### src/rtl/seq_divider.sv
// Multi-cycle unsigned restoring divider: one quotient bit per clock, start/done handshake.
// Divide-by-zero completes in one cycle with an all-ones quotient and the dividend as remainder.
module seq_divider #(
    parameter int W = 5
) (
    input  logic         clk,
    input  logic         rst_n,
    input  logic         start,
    input  logic [W-1:0] dividend,
    input  logic [W-1:0] divisor,
    output logic         busy,
    output logic         done,
    output logic [W-1:0] quotient,
    output logic [W-1:0] remainder,
    output logic         div_zero
);

    localparam int CW = (W > 1) ? $clog2(W) : 1;

    typedef enum logic [1:0] {
        IDLE,
        CALC,
        DONE
    } state_t;

    state_t state, state_next;

    logic [W-1:0]  q;
    logic [W-1:0]  d;
    logic [W:0]    r;
    logic [CW-1:0] cnt;

    logic [W:0]   r_shift;
    logic [W:0]   trial;
    logic [W:0]   r_step;
    logic [W-1:0] q_step;
    logic         accept;
    logic         last_step;

    // One restoring step; a set MSB of the trial difference means the divisor did not fit.
    always_comb begin
        r_shift = {r[W-1:0], q[W-1]};
        trial   = r_shift + {1'b1, ~d} + (W+1)'(1);
        if (trial[W]) begin
            r_step = r_shift;
            q_step = {q[W-2:0], 1'b0};
        end else begin
            r_step = trial;
            q_step = {q[W-2:0], 1'b1};
        end
    end

    always_comb begin
        state_next = state;
        accept     = 1'b0;
        last_step  = 1'b0;
        case (state)
            IDLE, DONE: begin
                if (start) begin
                    accept     = 1'b1;
                    state_next = (divisor == '0) ? DONE : CALC;
                end else begin
                    state_next = IDLE;
                end
            end
            CALC: begin
                if (cnt == CW'(W - 1)) begin
                    last_step  = 1'b1;
                    state_next = DONE;
                end
            end
            default: state_next = IDLE;
        endcase
    end

    always_ff @(posedge clk or negedge rst_n) begin
        if (!rst_n) begin
            state <= IDLE;
        end else begin
            state <= state_next;
        end
    end

    // busy/done are registered copies of the next state so no input reaches an output combinationally.
    always_ff @(posedge clk or negedge rst_n) begin
        if (!rst_n) begin
            busy      <= 1'b0;
            done      <= 1'b0;
            q         <= '0;
            d         <= '0;
            r         <= '0;
            cnt       <= '0;
            quotient  <= '0;
            remainder <= '0;
            div_zero  <= 1'b0;
        end else begin
            busy <= (state_next == CALC);
            done <= (state_next == DONE);
            if (accept && (divisor != '0)) begin
                q   <= dividend;
                r   <= '0;
                d   <= divisor;
                cnt <= '0;
            end else if (accept) begin
                quotient  <= '1;
                remainder <= dividend;
                div_zero  <= 1'b1;
            end else if (state == CALC) begin
                q   <= q_step;
                r   <= r_step;
                cnt <= cnt + 1'b1;
                if (last_step) begin
                    quotient  <= q_step;
                    remainder <= r_step[W-1:0];
                    div_zero  <= 1'b0;
                end
            end
        end
    end

endmodule

### config.mk
export PLATFORM = sky130hd
export DESIGN_NAME = seq_divider
export DESIGN_NICKNAME = d
export VERILOG_FILES = /design/src/rtl/seq_divider.sv
export SDC_FILE = /design/constraint.sdc
export NUM_CORES = 1
export LEC_CHECK = 0
export CAP_MARGIN = 5
export CORE_MARGIN = 3
export CORE_UTILIZATION = 54
export DETAILED_ROUTE_END_ITERATION = 12
export PLACE_DENSITY = 0.78
export SLEW_MARGIN = 20
export SYNTH_ARGS = -nofsm -noshare
export SYNTH_HDL_FRONTEND = slang
export SYNTH_SLANG_ARGS = --single-unit
### constraint.sdc
create_clock -name clk -period 2.6 [get_ports clk]
set_clock_uncertainty 0.05 [all_clocks]
set_input_delay 0.78 -clock clk [delete_from_list [all_inputs] [get_ports clk]]
set_output_delay 0.78 -clock clk [all_outputs]
set_load 0.005 [all_outputs]
==> impl_results.md, run 1 <==
* Share of post-route cells with drive strength above 1 at 10.8%
* Half-perimeter wire length after placement at 3.40 mm
* Pin slew with the least headroom to its limit at 0.608 ns
* Main flop type after synthesis: sky130_fd_sc_hd__dfrtp_1
* IR drop worst, VDD at 0.715 mV
* Yosys warns at 0
* Register-to-Register Setup Slack at 0.29 ns
* Final-layout fill cell count at 259
* Total wirelength of the detailed-routed design at 4.50 mm
* Max Root-Sink Buffers at 2
* First-pass GRT wire length at 8.04 mm
* Root Buffer: sky130_fd_sc_hd__clkbuf_4
* Clock-pin transition on the worst setup and hold timing paths at 0.10 ns
* H-tree depth reported by CTS at 2
* Biggest area consumer among synthesized cells: sky130_fd_sc_hd__dfrtp_1
* Capture endpoint of the worst hold path: quotient[3]
* Fraction of the yosys area taken by sequential cells at 44.7%
* Source of the worst register-to-register timing path: r[3]
* Height of the die at 64.5 µm
* Via count of the first global-routing pass at 1701
* TritonCTS clock tree: yes
* Worst rel slew slack at 59.5%
* Post_cts resized at 0
* Number of instances in the synthesized netlist at 198
* I/O pin cnt at 26
* Final core area utilization at 71.7%
* Count of buffers inserted at the top-level ports at 25
* Cell row count at 20
* Final worst path period share at 91.3%
* Status: complete, no violations
* Register area at 826 µm²
* Crit path max fanout at 10
* Die Outline Area at 4160 µm²
* Startpoint of the most critical hold path: quotient[3]
* Starting utilization of the core area at 58.6%
* Post-detailed-route wirelength per cell at 16.3 µm
* Footprint of the multi-input gates at 947 µm²
* Final max-slew violation count at 0
* Antenna diode count at 0
* Commonest cells after routing, fill and taps aside: sky130_fd_sc_hd__dfrtp_1, sky130_fd_sc_hd__nand2_1, sky130_fd_sc_hd__clkdlybuf4s50_1
* Power Density at 1440 nW/µm²
* Startpoint type of the worst setup path: primary input
* Via count at 1639
* Synth-to-Final Area Change at 22.3%
* Hold Crit Depth at 1
* Iteration count of the initial detailed-routing pass at 4
* Shortest period the worst path allows at 2.37 ns
* Leak pwr at 0.00100 µW
* Fraction of synthesized cell area taken by the top area cell type at 44.7%
* Arr. time, crit path at 2.54 ns
* Total gr overflow at 0
* Total Negative Setup Slacks at 0 ns
* Synth Cell Area at 1850 µm²
* Drt drc at 0
* Hold violation count in the final report at 0
* Final Net Count at 253
* Post-DR vias/cell at 5.94
* Cell types with the largest area share after synthesis: sky130_fd_sc_hd__dfrtp_1, sky130_fd_sc_hd__nand2_1, sky130_fd_sc_hd__ha_1
* Setup-violating endpoint count in the final report at 0
* Count of flip-flops with a built-in enable after synthesis at 0
* Worst Path Class, Setup: in2reg
* Latest clock arrival within the worst-skew pair at 0.32 ns
* Clock sinks at 33
* Setup repair after global routing missed its margin: false
* Worst hold path class: reg2reg
* Area inside the core boundary at 3150 µm²
* Reg-to-reg endpoint: remainder[4]
* Weighted congestion reported at the end of routability-driven placement at 0.880
* ANT nets after route at 0
* Antenna violations before repair at 0
* Fraction of registers with async set/reset at 100%
* Most common library cell in the layout ignoring fill and taps: sky130_fd_sc_hd__dfrtp_1
* Maximum number of pins on one net before global-route repair at 34
* Total track usage at 24.5%
* Horizontal die dimension at 64.5 µm
* Required time at the worst-slack endpoint at 2.77 ns
* FMAX at 0.421 GHz
* Syn nets at 219
* Critical Path Sink Type: flip-flop
* Number of buffers inserted to repair setup after CTS at 0
* Number of cells traversed by the worst register-to-register path at 6
* Max Cap Violations at 0
* Number of storage elements in the synthesis netlist at 33
* Number of buffers inserted by hold repair at cts at 0
* Avg Inst Size Synth at 9.33 µm²
* First DRT Iteration DRCs at 106
* Count of unique library cells instantiated by Yosys at 47
* Number of CTS-inserted buffers at 5
[cells in the mapped netlist (2+ instances only)]
cell,number
sky130_fd_sc_hd__nor3_1,5
sky130_fd_sc_hd__xor2_1,2
sky130_fd_sc_hd__a211oi_1,2
sky130_fd_sc_hd__nand2b_1,3
sky130_fd_sc_hd__inv_1,10
sky130_fd_sc_hd__o21a_1,3
sky130_fd_sc_hd__clkbuf_1,3
sky130_fd_sc_hd__o22a_1,4
sky130_fd_sc_hd__nor4_1,3
sky130_fd_sc_hd__or3_1,2
sky130_fd_sc_hd__nor2_1,14
sky130_fd_sc_hd__a221oi_1,2
sky130_fd_sc_hd__a21oi_1,8
sky130_fd_sc_hd__nor2_4,2
sky130_fd_sc_hd__o31ai_1,4
sky130_fd_sc_hd__a211o_1,2
sky130_fd_sc_hd__ha_1,7
sky130_fd_sc_hd__nor2b_1,3
sky130_fd_sc_hd__dfrtp_1,33
sky130_fd_sc_hd__buf_2,3
sky130_fd_sc_hd__a221o_1,2
sky130_fd_sc_hd__a2111oi_0,2
sky130_fd_sc_hd__o221ai_1,2
sky130_fd_sc_hd__nand2_1,31
sky130_fd_sc_hd__a22oi_1,9
sky130_fd_sc_hd__xnor2_1,2
sky130_fd_sc_hd__o21ai_0,12
sky130_fd_sc_hd__nand3_1,4
[sequential cells by signal, summed over array words and instances, names as in the netlist]
register	count
d	5
q	5
quotient	5
r	5
remainder	5
cnt	3
state	2
busy	1
div_zero	1
done	1
[cell families (layout without fill, tap and decap cells)]
kind of cell    after synthesis  count (layout)  synth area share (%)
fa+ha+maj                     8               8                  5.82
simple gates                 73              73                  19.5
compound gates               62              62                  24.0
xor+xnor                      4               4                  1.90
buf+inv                      18              52                  4.06
flops                        33              33                  44.7
[cell type report]
type	instances	area share, %
multi-input combinational	147	41.9
tap	44	2.44
timing repair buffer	34	14.1
clock inverter	2	1.55
clock buffer	5	1.66
sequential	33	36.5
inverter	11	1.83
[per-layer routing]
| layer | vias to the layer above | track usage [%] | wire length [µm] |
|---|---|---|---|
| li1 | 785 | - | - |
| met1 | 782 | 33.7 | 2080 |
| met4 | 0 | 7.12 | 85 |
| met5 | - | 0 | 0 |
| met2 | 63 | 39.4 | 2060 |
| met3 | 9 | 4.51 | 268 |
[power breakdown]
group	internal (µW)	switching (µW)	leakage [µW]
combinational	841	1080	0.000561
clock	196	169	0.0000410
sequential	766	203	0.000402
[critical path, cell delays in order]
cell and delay (ns):
sky130_fd_sc_hd__clkdlybuf4s50_1 0.43, sky130_fd_sc_hd__or4_4 0.58, sky130_fd_sc_hd__o21a_1 0.33, sky130_fd_sc_hd__buf_4 0.20, sky130_fd_sc_hd__a22oi_1 0.15, sky130_fd_sc_hd__nand2_1 0.07
[metrics by stage]
step           hold slack, ns  std cells  power (µW)  instance area [µm²]  worst slack, ns
2_1_floorplan           0.400        198        2230                 1850            0.474
3_3_place_gp            0.421        269        2740                 2190          -0.0352
3_5_place_dp            0.425        269        2860                 2190           -0.114
4_1_cts                 0.450        276        3240                 2260            0.226
5_1_grt                 0.473        276        3540                 2260            0.146
6_report                0.446        276        3260                 2260            0.227
[how the worst max path moves through the flow]
stage | slack, ns | startpoint | end
after floorplan | 0.47 | divisor[0] | remainder[2]
after global placement | -0.04 | divisor[0] | q[0]
after detailed placement | -0.11 | divisor[0] | q[2]
after CTS | 0.23 | divisor[0] | q[2]
after global routing | 0.15 | r[3] | remainder[4]
final | 0.23 | divisor[0] | q[2]
No activity file was read; power rests on OpenSTA's default activity.
==> run 2, diff against run 1 <==
- CORE_UTILIZATION: 54 -> 58
- PLACE_DENSITY: 0.78 -> 0.83
- clock period: 2.6 -> 2.75 ns (I/O delays scaled with it)
==> impl_results.md, run 2 (synthesized netlist as in run 1, its figures left out) <==
* Status: complete, no violations
* Most common library cell in the layout ignoring fill and taps: sky130_fd_sc_hd__dfrtp_1
* Maximum number of pins on one net before global-route repair at 34 (unchanged)
* Antenna violations before repair at 0 (unchanged)
* Sequential Power Share at 29.5% (-0.3 points)
* Commonest cells after routing, fill and taps aside: sky130_fd_sc_hd__dfrtp_1, sky130_fd_sc_hd__nand2_1, sky130_fd_sc_hd__clkdlybuf4s50_1
* H-tree depth reported by CTS at 2 (unchanged)
* Number of CTS-inserted buffers at 5 (unchanged)
* Half-perimeter wire length after placement at 3.22 mm (-5.1%)
* Latest clock arrival within the worst-skew pair at 0.35 ns (+0.03 ns)
* Arr. time, crit path at 2.55 ns (about the same)
* Power Density at 1380 nW/µm² (-4.3%)
* Total track usage at 24.6% (+0.15 points)
* Iteration count of the initial detailed-routing pass at 6 (+2)
* I/O pin cnt at 26 (unchanged)
* Post-place instance area at 2160 µm² (-1.1%)
* Max Cap Violations at 0 (unchanged)
* Cell row count at 19 (-5.0%)
* Number of buffers inserted by hold repair at cts at 0 (unchanged)
* Design Area, Final at 2250 µm² (-0.55%)
* List of cells traversed by the critical path: clkdlybuf4s50_1, or4_4, o21a_1, a221o_1
* Critical Path Sink Type: flip-flop
* Post_cts resized at 0 (unchanged)
* Horizontal die dimension at 62.4 µm (-3.2%)
* Hold violation count in the final report at 0 (unchanged)
* Setup-violating endpoint count in the final report at 0 (unchanged)
* Logic gate share of total power at 58.1% (-0.9 points)
* Post-DR vias/cell at 6.01 (+1.2%)
* Worst path max stage delay at 0.58 ns (about the same)
* Setup repair after global routing missed its margin: false
* Height of the die at 62.4 µm (-3.2%)
* Antenna diode count at 0 (unchanged)
* First DRT Iteration DRCs at 115 (+8.5%)
* IR drop worst, VDD at 0.929 mV (+30%)
* Via count at 1635 (-0.24%)
* Clock power share at 12.4% (+1.2 points)
* TritonCTS clock tree: yes
* Area inside the core boundary at 2900 µm² (-8.0%)
* Worst rel slew slack at 62.4% (+2.9 points)
* FMAX at 0.422 GHz
* Worst hold path class: reg2reg
* First-pass GRT wire length at 7.67 mm (-4.6%)
* Leak pwr at 0.000994 µW (-0.96%)
* Share of post-route cells with drive strength above 1 at 9.57% (-1.2 points)
* Final Net Count at 250 (-1.2%)
* Clock-pin transition on the worst setup and hold timing paths at 0.10 ns (about the same)
* Startpoint type of the worst setup path: primary input
* Cell type of the slowest stage on the worst timing path: sky130_fd_sc_hd__or4_4
* Final worst path period share at 86.2%
* Final max-slew violation count at 0 (unchanged)
* ANT nets after route at 0 (unchanged)
* Starting utilization of the core area at 63.7% (+5.1 points)
* Post-detailed-route wirelength per cell at 16.2 µm (-0.49%)
* Synth-to-Final Area Change at 21.6%
* Root Buffer: sky130_fd_sc_hd__clkbuf_4
* Switching power at 1360 µW (-6.4%)
* Weighted congestion reported at the end of routability-driven placement at 0.872 (-0.94%)
* Clock sinks at 33 (unchanged)
* Via count of the first global-routing pass at 1633 (-4.0%)
* Drt drc at 0 (unchanged)
* Pin slew with the least headroom to its limit at 0.565 ns (-0.0435 ns)
* Total Negative Setup Slacks at 0 ns (unchanged)
* Crit path max fanout at 11 (+1)
* Total wirelength of the detailed-routed design at 4.41 mm (-1.9%)
* Number of buffers inserted to repair setup after CTS at 0 (unchanged)
* Max Root-Sink Buffers at 2 (unchanged)
* Total internal power at 1740 µW (-3.7%)
* Shortest period the worst path allows at 2.37 ns
* Fraction of power spent switching nets at 44.0% (-0.70 points)
* Worst Path Class, Setup: in2reg
* Required time at the worst-slack endpoint at 2.93 ns (+0.16 ns)
* Die Outline Area at 3900 µm² (-6.3%)
* Count of buffers inserted at the top-level ports at 25 (unchanged)
* Total gr overflow at 0 (unchanged)
## run 2: cell count changes in the layout (fill, tap and decap cells not counted), sizes merged
cell | previous run | this run
clkinv | 1 | 0
clkbuf | 5 | 7
buf | 9 | 6
## run 2: path summary, 6_finish.rpt
kind                       slack, ns            to  cells after the start       start
hold / removal                  0.44          busy                      1    state[1]
setup reg to reg                0.40  remainder[4]                      9        q[4]
min in group asynchronous       0.81          r[1]                      2       rst_n
hold reg to reg                 0.44          busy                      1    state[1]
setup / recovery                0.38          q[0]                      4  divisor[0]
max in group asynchronous       1.53   quotient[0]                      2       rst_n
## run 2: power groups by stage
stage / Sequential (µW) / Combinational [µW] / Clock [µW]
finish: 915 / 1800 / 383
global route: 944 / 2020 / 408
CTS: 912 / 1780 / 389
detailed placement: 918 / 1760 / 0
global placement: 905 / 1710 / 0
floorplan: 869 / 1240 / 0
## run 2: through the flow
| step | std cells | util [%] | setup slack [ns] | hold WS, ns | power, µW |
|---|---|---|---|---|---|
| global route | 272 | 77.5 | 0.242 | 0.466 | 3370 |
| CTS | 272 | 77.5 | 0.390 | 0.447 | 3080 |
| global placement | 264 | 74.5 | 0.0465 | 0.425 | 2620 |
| finish | 272 | 77.5 | 0.381 | 0.444 | 3100 |
| floorplan | 198 | - | 0.579 | 0.400 | 2110 |
| detailed placement | 264 | 74.5 | 0.0134 | 0.421 | 2680 |
## run 2: worst max-delay path, delay by kind of cell
kind,cells,cell delay (ns)
compound gates,2,0.72
simple gates,1,0.58
buf+inv,1,0.42
## run 2: cell type report
class	instances	area, µm²
multi-input cells	147	947
flip-flops and latches	33	826
fillers	203	653
repair buffers	31	295
clock buffers	7	55.1
well taps	42	52.6
inverters	11	41.3
clock inverters	1	30.0
## run 2: routing by layer
layer | track usage (%) | share of wire [%]
met5 | 0 | 0
met4 | 7.44 | 2.2
met3 | 7.73 | 9.0
met2 | 40.6 | 47
met1 | 30.9 | 42
==> RTL change 1, RTL diff (flow settings as in run 1) <==
Change the parameter `W` from 5 to 10.
--- a/src/rtl/seq_divider.sv
+++ b/src/rtl/seq_divider.sv
@@ -1,7 +1,7 @@
 // Multi-cycle unsigned restoring divider: one quotient bit per clock, start/done handshake.
 // Divide-by-zero completes in one cycle with an all-ones quotient and the dividend as remainder.
 module seq_divider #(
-    parameter int W = 5
+    parameter int W = 10
 ) (
     input  logic         clk,
     input  logic         rst_n,
Ports: changed (resized dividend, divisor, quotient and remainder); port bits go from 26 to 46. The function was not compared with the original's and may differ.
==> RTL change 1 against run 1 <==
  * The run now ends with setup timing left
  * Sequential cell count increased by 26
  * Count of clock-buffer cells in the layout increased by 4
  * Critical path depth increased by 6
  * Design area increased by 93%
  * Wire length increased by 82%
  * Area after synthesis increased by 72%
  * Total power increased by 130%
  * Non-clock buffer count increased by 55
  * Worst setup slack got worse by 320 ps
  * Critical path type is now reg -> reg
  * Largest cell class unchanged
  * Highest routed layer unchanged
==> RTL change 1: results (changes against run 1) <==
.. list-table::
   :header-rows: 1

   * - Metric
     - Value
   * - Status
     - complete, but fails checks (was finished clean)
   * - Violated checks
     - setup timing
   * - Net count reported at finish
     - 459 (was 253)
   * - Worst-skew pair later-pin latency
     - 340 ps (was 320 ps)
   * - Post-route setup slack
     - -91.61 ps (was 226.8 ps)
   * - Largest net degree at the start of global routing
     - 33 (was 34)
   * - Reg-to-Reg Start
     - q[9] (was r[3])
   * - Post-DP HPWL
     - 5.684 mm (was 3.398 mm)
   * - Most frequent cells after synthesis
     - 75 x sky130_fd_sc_hd__nand2_1, 59 x sky130_fd_sc_hd__dfrtp_1, 26 x sky130_fd_sc_hd__o21ai_0 (was 33 x sky130_fd_sc_hd__dfrtp_1, 31 x sky130_fd_sc_hd__nand2_1, 14 x sky130_fd_sc_hd__nor2_1)
   * - CTS Buf Count
     - 9 (was 5)
   * - Clk pwr
     - 0.850 mW (was 0.365 mW)
   * - Endpoints failing setup
     - 12 (was 0)
   * - Weighted congestion reported at the end of routability-driven placement
     - 0.8182 (was 0.8803)
   * - Combined global-route utilization of all metal layers
     - 0.2480 (was 0.2446)
   * - First-pass iteration count of the detailed router
     - 5 (was 4)
   * - Number of buffers added for setup after CTS
     - 6 (was 0)
   * - Endpoint of the worst setup timing path
     - remainder[0] (was q[2])
   * - Max Fanout on Critical Path
     - 7 (was 10)
   * - Crit path launch type
     - flip-flop (was input pin)
   * - Critical path's slowest cell
     - sky130_fd_sc_hd__dfrtp_1 (was sky130_fd_sc_hd__or4_4)
   * - Clock root buffer
     - sky130_fd_sc_hd__clkbuf_8 (was sky130_fd_sc_hd__clkbuf_4)
   * - Synth Net Count
     - 376 (was 219)
   * - Number of fillers in the final layout
     - 386 (was 259)
   * - Clock slew at reported path FFs
     - 70 ps (was 100 ps)
   * - Top cells by area, synth
     - sky130_fd_sc_hd__dfrtp_1 46%, sky130_fd_sc_hd__nand2_1 8.8%, sky130_fd_sc_hd__ha_1 4.7% (was sky130_fd_sc_hd__dfrtp_1 45%, sky130_fd_sc_hd__nand2_1 6.3%, sky130_fd_sc_hd__ha_1 4.7%)
   * - Slowest cell delay on critical path
     - 430 ps (was 580 ps)
[RTL change 1: cell count changes in the layout (fill, tap and decap cells not counted), moves of 5 or more]
cell | run 1 | this run
sky130_fd_sc_hd__inv_1 | 10 | 18
sky130_fd_sc_hd__clkdlybuf4s50_1 | 25 | 44
sky130_fd_sc_hd__nand2_1 | 31 | 75
sky130_fd_sc_hd__buf_4 | 9 | 40
sky130_fd_sc_hd__o21ai_0 | 12 | 25
sky130_fd_sc_hd__o22ai_1 | 0 | 5
sky130_fd_sc_hd__clkbuf_4 | 5 | 0
sky130_fd_sc_hd__dfrtp_1 | 33 | 59
sky130_fd_sc_hd__clkbuf_8 | 0 | 9
[RTL change 1: cells by family after synthesis]
group,after synthesis,share of synthesized area
and+or+nand+nor,121,0.1638
AOI/OAI and AO/OA,92,0.2011
DFF,59,0.4635
buffers and inverters,37,0.05499
adders and majority gates,13,0.05342
xor gates and xnor gates,9,0.03300
muxes,9,0.03024
[RTL change 1: metal layers]
layer / vias to the layer above / GRT usage / share of wire
met3: 16 / 0.06151 / 0.063
met5: - / 0 / 0
met1: 1385 / 0.3229 / 0.42
li1: 1364 / - / -
met2: 116 / 0.4074 / 0.49
met4: 0 / 0.08024 / 0.021
[RTL change 1: stage by stage]
stage                 util  worst slack [ps]  cells
detailed placement  0.6959            -321.5    475
global placement    0.6959            -262.8    475
global route        0.7773            -186.2    500
CTS                 0.7501            -91.68    497
floorplan                -             94.14    340
finish              0.7773            -91.61    500
[RTL change 1: cell type report]
| class | count | share of cell area |
|---|---|---|
| multi-input combinational | 244 | 0.3901 |
| sequential | 59 | 0.3387 |
| timing repair buffer | 89 | 0.1874 |
| clock buffer | 9 | 0.02842 |
| tap | 72 | 0.02067 |
| clock inverter | 7 | 0.01751 |
| inverter | 20 | 0.01722 |
==> RTL change 2, RTL diff (flow settings as in run 1) <==
Without the edit above. Register the inputs `start`, `dividend` and `divisor` before use, without a reset. The logic sees them one clock later. Comments in the files are not updated.
--- a/src/rtl/seq_divider.sv
+++ b/src/rtl/seq_divider.sv
@@ -22,6 +22,16 @@
         CALC,
         DONE
     } state_t;
+
+    logic start_q;
+    logic [W-1:0] dividend_q;
+    logic [W-1:0] divisor_q;
+
+    always_ff @(posedge clk) begin
+        start_q    <= start;
+        dividend_q <= dividend;
+        divisor_q  <= divisor;
+    end
 
     state_t state, state_next;
 
@@ -56,9 +66,9 @@
         last_step  = 1'b0;
         case (state)
             IDLE, DONE: begin
-                if (start) begin
+                if (start_q) begin
                     accept     = 1'b1;
-                    state_next = (divisor == '0) ? DONE : CALC;
+                    state_next = (divisor_q == '0) ? DONE : CALC;
                 end else begin
                     state_next = IDLE;
                 end
@@ -96,14 +106,14 @@
         end else begin
             busy <= (state_next == CALC);
             done <= (state_next == DONE);
-            if (accept && (divisor != '0)) begin
-                q   <= dividend;
+            if (accept && (divisor_q != '0)) begin
+                q   <= dividend_q;
                 r   <= '0;
-                d   <= divisor;
+                d   <= divisor_q;
                 cnt <= '0;
             end else if (accept) begin
                 quotient  <= '1;
-                remainder <= dividend;
+                remainder <= dividend_q;
                 div_zero  <= 1'b1;
             end else if (state == CALC) begin
                 q   <= q_step;
Behaviour: not the same (a bounded check fails within 4 cycles, from zero or initial values and one cycle with rst_n low).
==> RTL change 2 against run 1 <==
  * Worst setup slack improved by 180 ps
  * Area after synthesis rose by 13%
  * Synthesized cell count is 8.6% higher
  * Design area is 11% higher
  * Sequential cell count is 11 higher
  * Wire length hardly changed
  * Clock power rose by 38%
  * Total power grew 9.0%
  * Critical endpoint is now remainder[4]
  * Largest cell class is now sequential cells
==> RTL change 2: results (changes against run 1) <==
.. list-table::
   :header-rows: 1

   * - Metric
     - Value
   * - Met3 global-route usage
     - 0.05911 (was 0.04506)
   * - Vias in the first global route
     - 1568 (was 1701)
   * - Max Fanout on Critical Path
     - 5 (was 10)
   * - Leakage
     - 1.099 nW (was 1.004 nW)
   * - Clock root buffer
     - sky130_fd_sc_hd__clkbuf_8 (was sky130_fd_sc_hd__clkbuf_4)
   * - Slowest cell delay on critical path
     - 440 ps (was 580 ps)
   * - Number of unique standard cell types used by synthesis
     - 46 (was 47)
   * - Post-DP HPWL
     - 3.330 mm (was 3.398 mm)
   * - Clock slew at reported path FFs
     - 80 ps (was 100 ps)
   * - Worst slew pin tran
     - 570.8 ps (was 608.0 ps)
   * - Status
     - finished clean (unchanged)
   * - Weighted congestion reported at the end of routability-driven placement
     - 0.8503 (was 0.8803)
   * - Most frequent cells after synthesis
     - 33 x sky130_fd_sc_hd__dfrtp_1, 30 x sky130_fd_sc_hd__nand2_1, 15 x sky130_fd_sc_hd__nor2_1 (was 33 x sky130_fd_sc_hd__dfrtp_1, 31 x sky130_fd_sc_hd__nand2_1, 14 x sky130_fd_sc_hd__nor2_1)
   * - Worst-skew pair later-pin latency
     - 300 ps (was 320 ps)
   * - Wire length of the first global-routing pass
     - 7.362 mm (was 8.038 mm)
   * - Cell count after placement
     - 284 (was 269)
   * - Mean area per synthesized cell
     - 9.748 um2 (was 9.333 um2)
   * - Layout cell share with drive strength beyond 1
     - 0.08607 (was 0.1078)
   * - Via density per instance
     - 5.771 (was 5.938)
   * - Critical path's slowest cell
     - sky130_fd_sc_hd__dfrtp_1 (was sky130_fd_sc_hd__or4_4)
   * - Final core occ
     - 0.6805 (was 0.7167)
   * - Compound-gate portion of the synthesized area
     - 0.2101 (was 0.2404)
   * - Number of design-rule violations left by the first detailed-router iteration
     - 138 (was 106)
   * - Filler-free cell count of the finished design
     - 292 (was 276)
   * - Worst Hold Depth
     - 2 (was 1)
   * - Xor-xnor portion of the synthesized cell area
     - 0.01254 (was 0.01896)
   * - Peak ir drop on the vdd network
     - 0.0007333 V (was 0.0007152 V)
   * - GR met1 Demand/Resource
     - 0.2902 (was 0.3367)
   * - Placed cell area
     - 2402 um2 (was 2187 um2)
   * - Sequential area share after synthesis
     - 0.4991 (was 0.4469)
   * - Share of synthesized cell area in full adder, half adder and majority cells
     - 0.05134 (was 0.05823)
   * - Wirelength per Cell
     - 15.41 um (was 16.30 um)
   * - Async set-reset flop share out of synthesis
     - 0.7500 (was 1.000)
==> RTL change 2: cell count changes after synthesis, sizes merged, moves of 2 or more <==
cell    delta
nand4b     +2
nor2       +2
inv        -2
clkbuf     +2
clkinv     +2
and3       +2
nor3       -3
nand3      +2
dfxtp     +11
==> RTL change 2: kinds of logic (layout without fill, tap and decap cells) <==
logic type                 Yosys count  count (layout)
buffers and inverters               19              48
xor gates and xnor gates             3               3
AOI/OAI and AO/OA                   62              62
and+or+nand+nor                     79              79
adders and majority gates            8               8
DFF                                 44              44
==> RTL change 2: where the power goes <==
| group | internal [mW] | switching [mW] |
|---|---|---|
| combinational | 0.833 | 1.07 |
| clock | 0.285 | 0.220 |
| sequential | 0.939 | 0.200 |
==> RTL change 2: metal layers <==
metal	wire length, um	part of all wire	vias to the layer above
met4	67	0.015	0
met2	2097	0.47	52
met3	258	0.057	11
met5	0	0	-
li1	-	-	829
met1	2077	0.46	793
==> RTL change 2: path summary, 6_finish.rpt <==
check | end | slack, ps | start
max reg2reg | remainder[4] | 410 | r[2]
min in group asynchronous | cnt[0] | 840 | rst_n
min reg2reg | d[0] | 390 | divisor_q[0]
max | remainder[4] | 410 | r[2]
min | d[0] | 390 | divisor_q[0]
max in group asynchronous | remainder[4] | 1370 | rst_n
==> RTL change 2: area by class of cell <==
class,instances,area share
Tap cell,48,0.02393
Sequential cell,44,0.4167
Multi-Input combinational cell,152,0.3878
Inverter,11,0.01695
Timing Repair Buffer,29,0.1117
Clock inverter,2,0.01396
Clock buffer,6,0.02891
==> RTL change 2: critical path, delay by kind of cell (launching register included) <==
family	cells	cell delay [ps]
compound gates	4	1110
flops	1	440
fa+ha+maj	1	360
simple gates	1	100
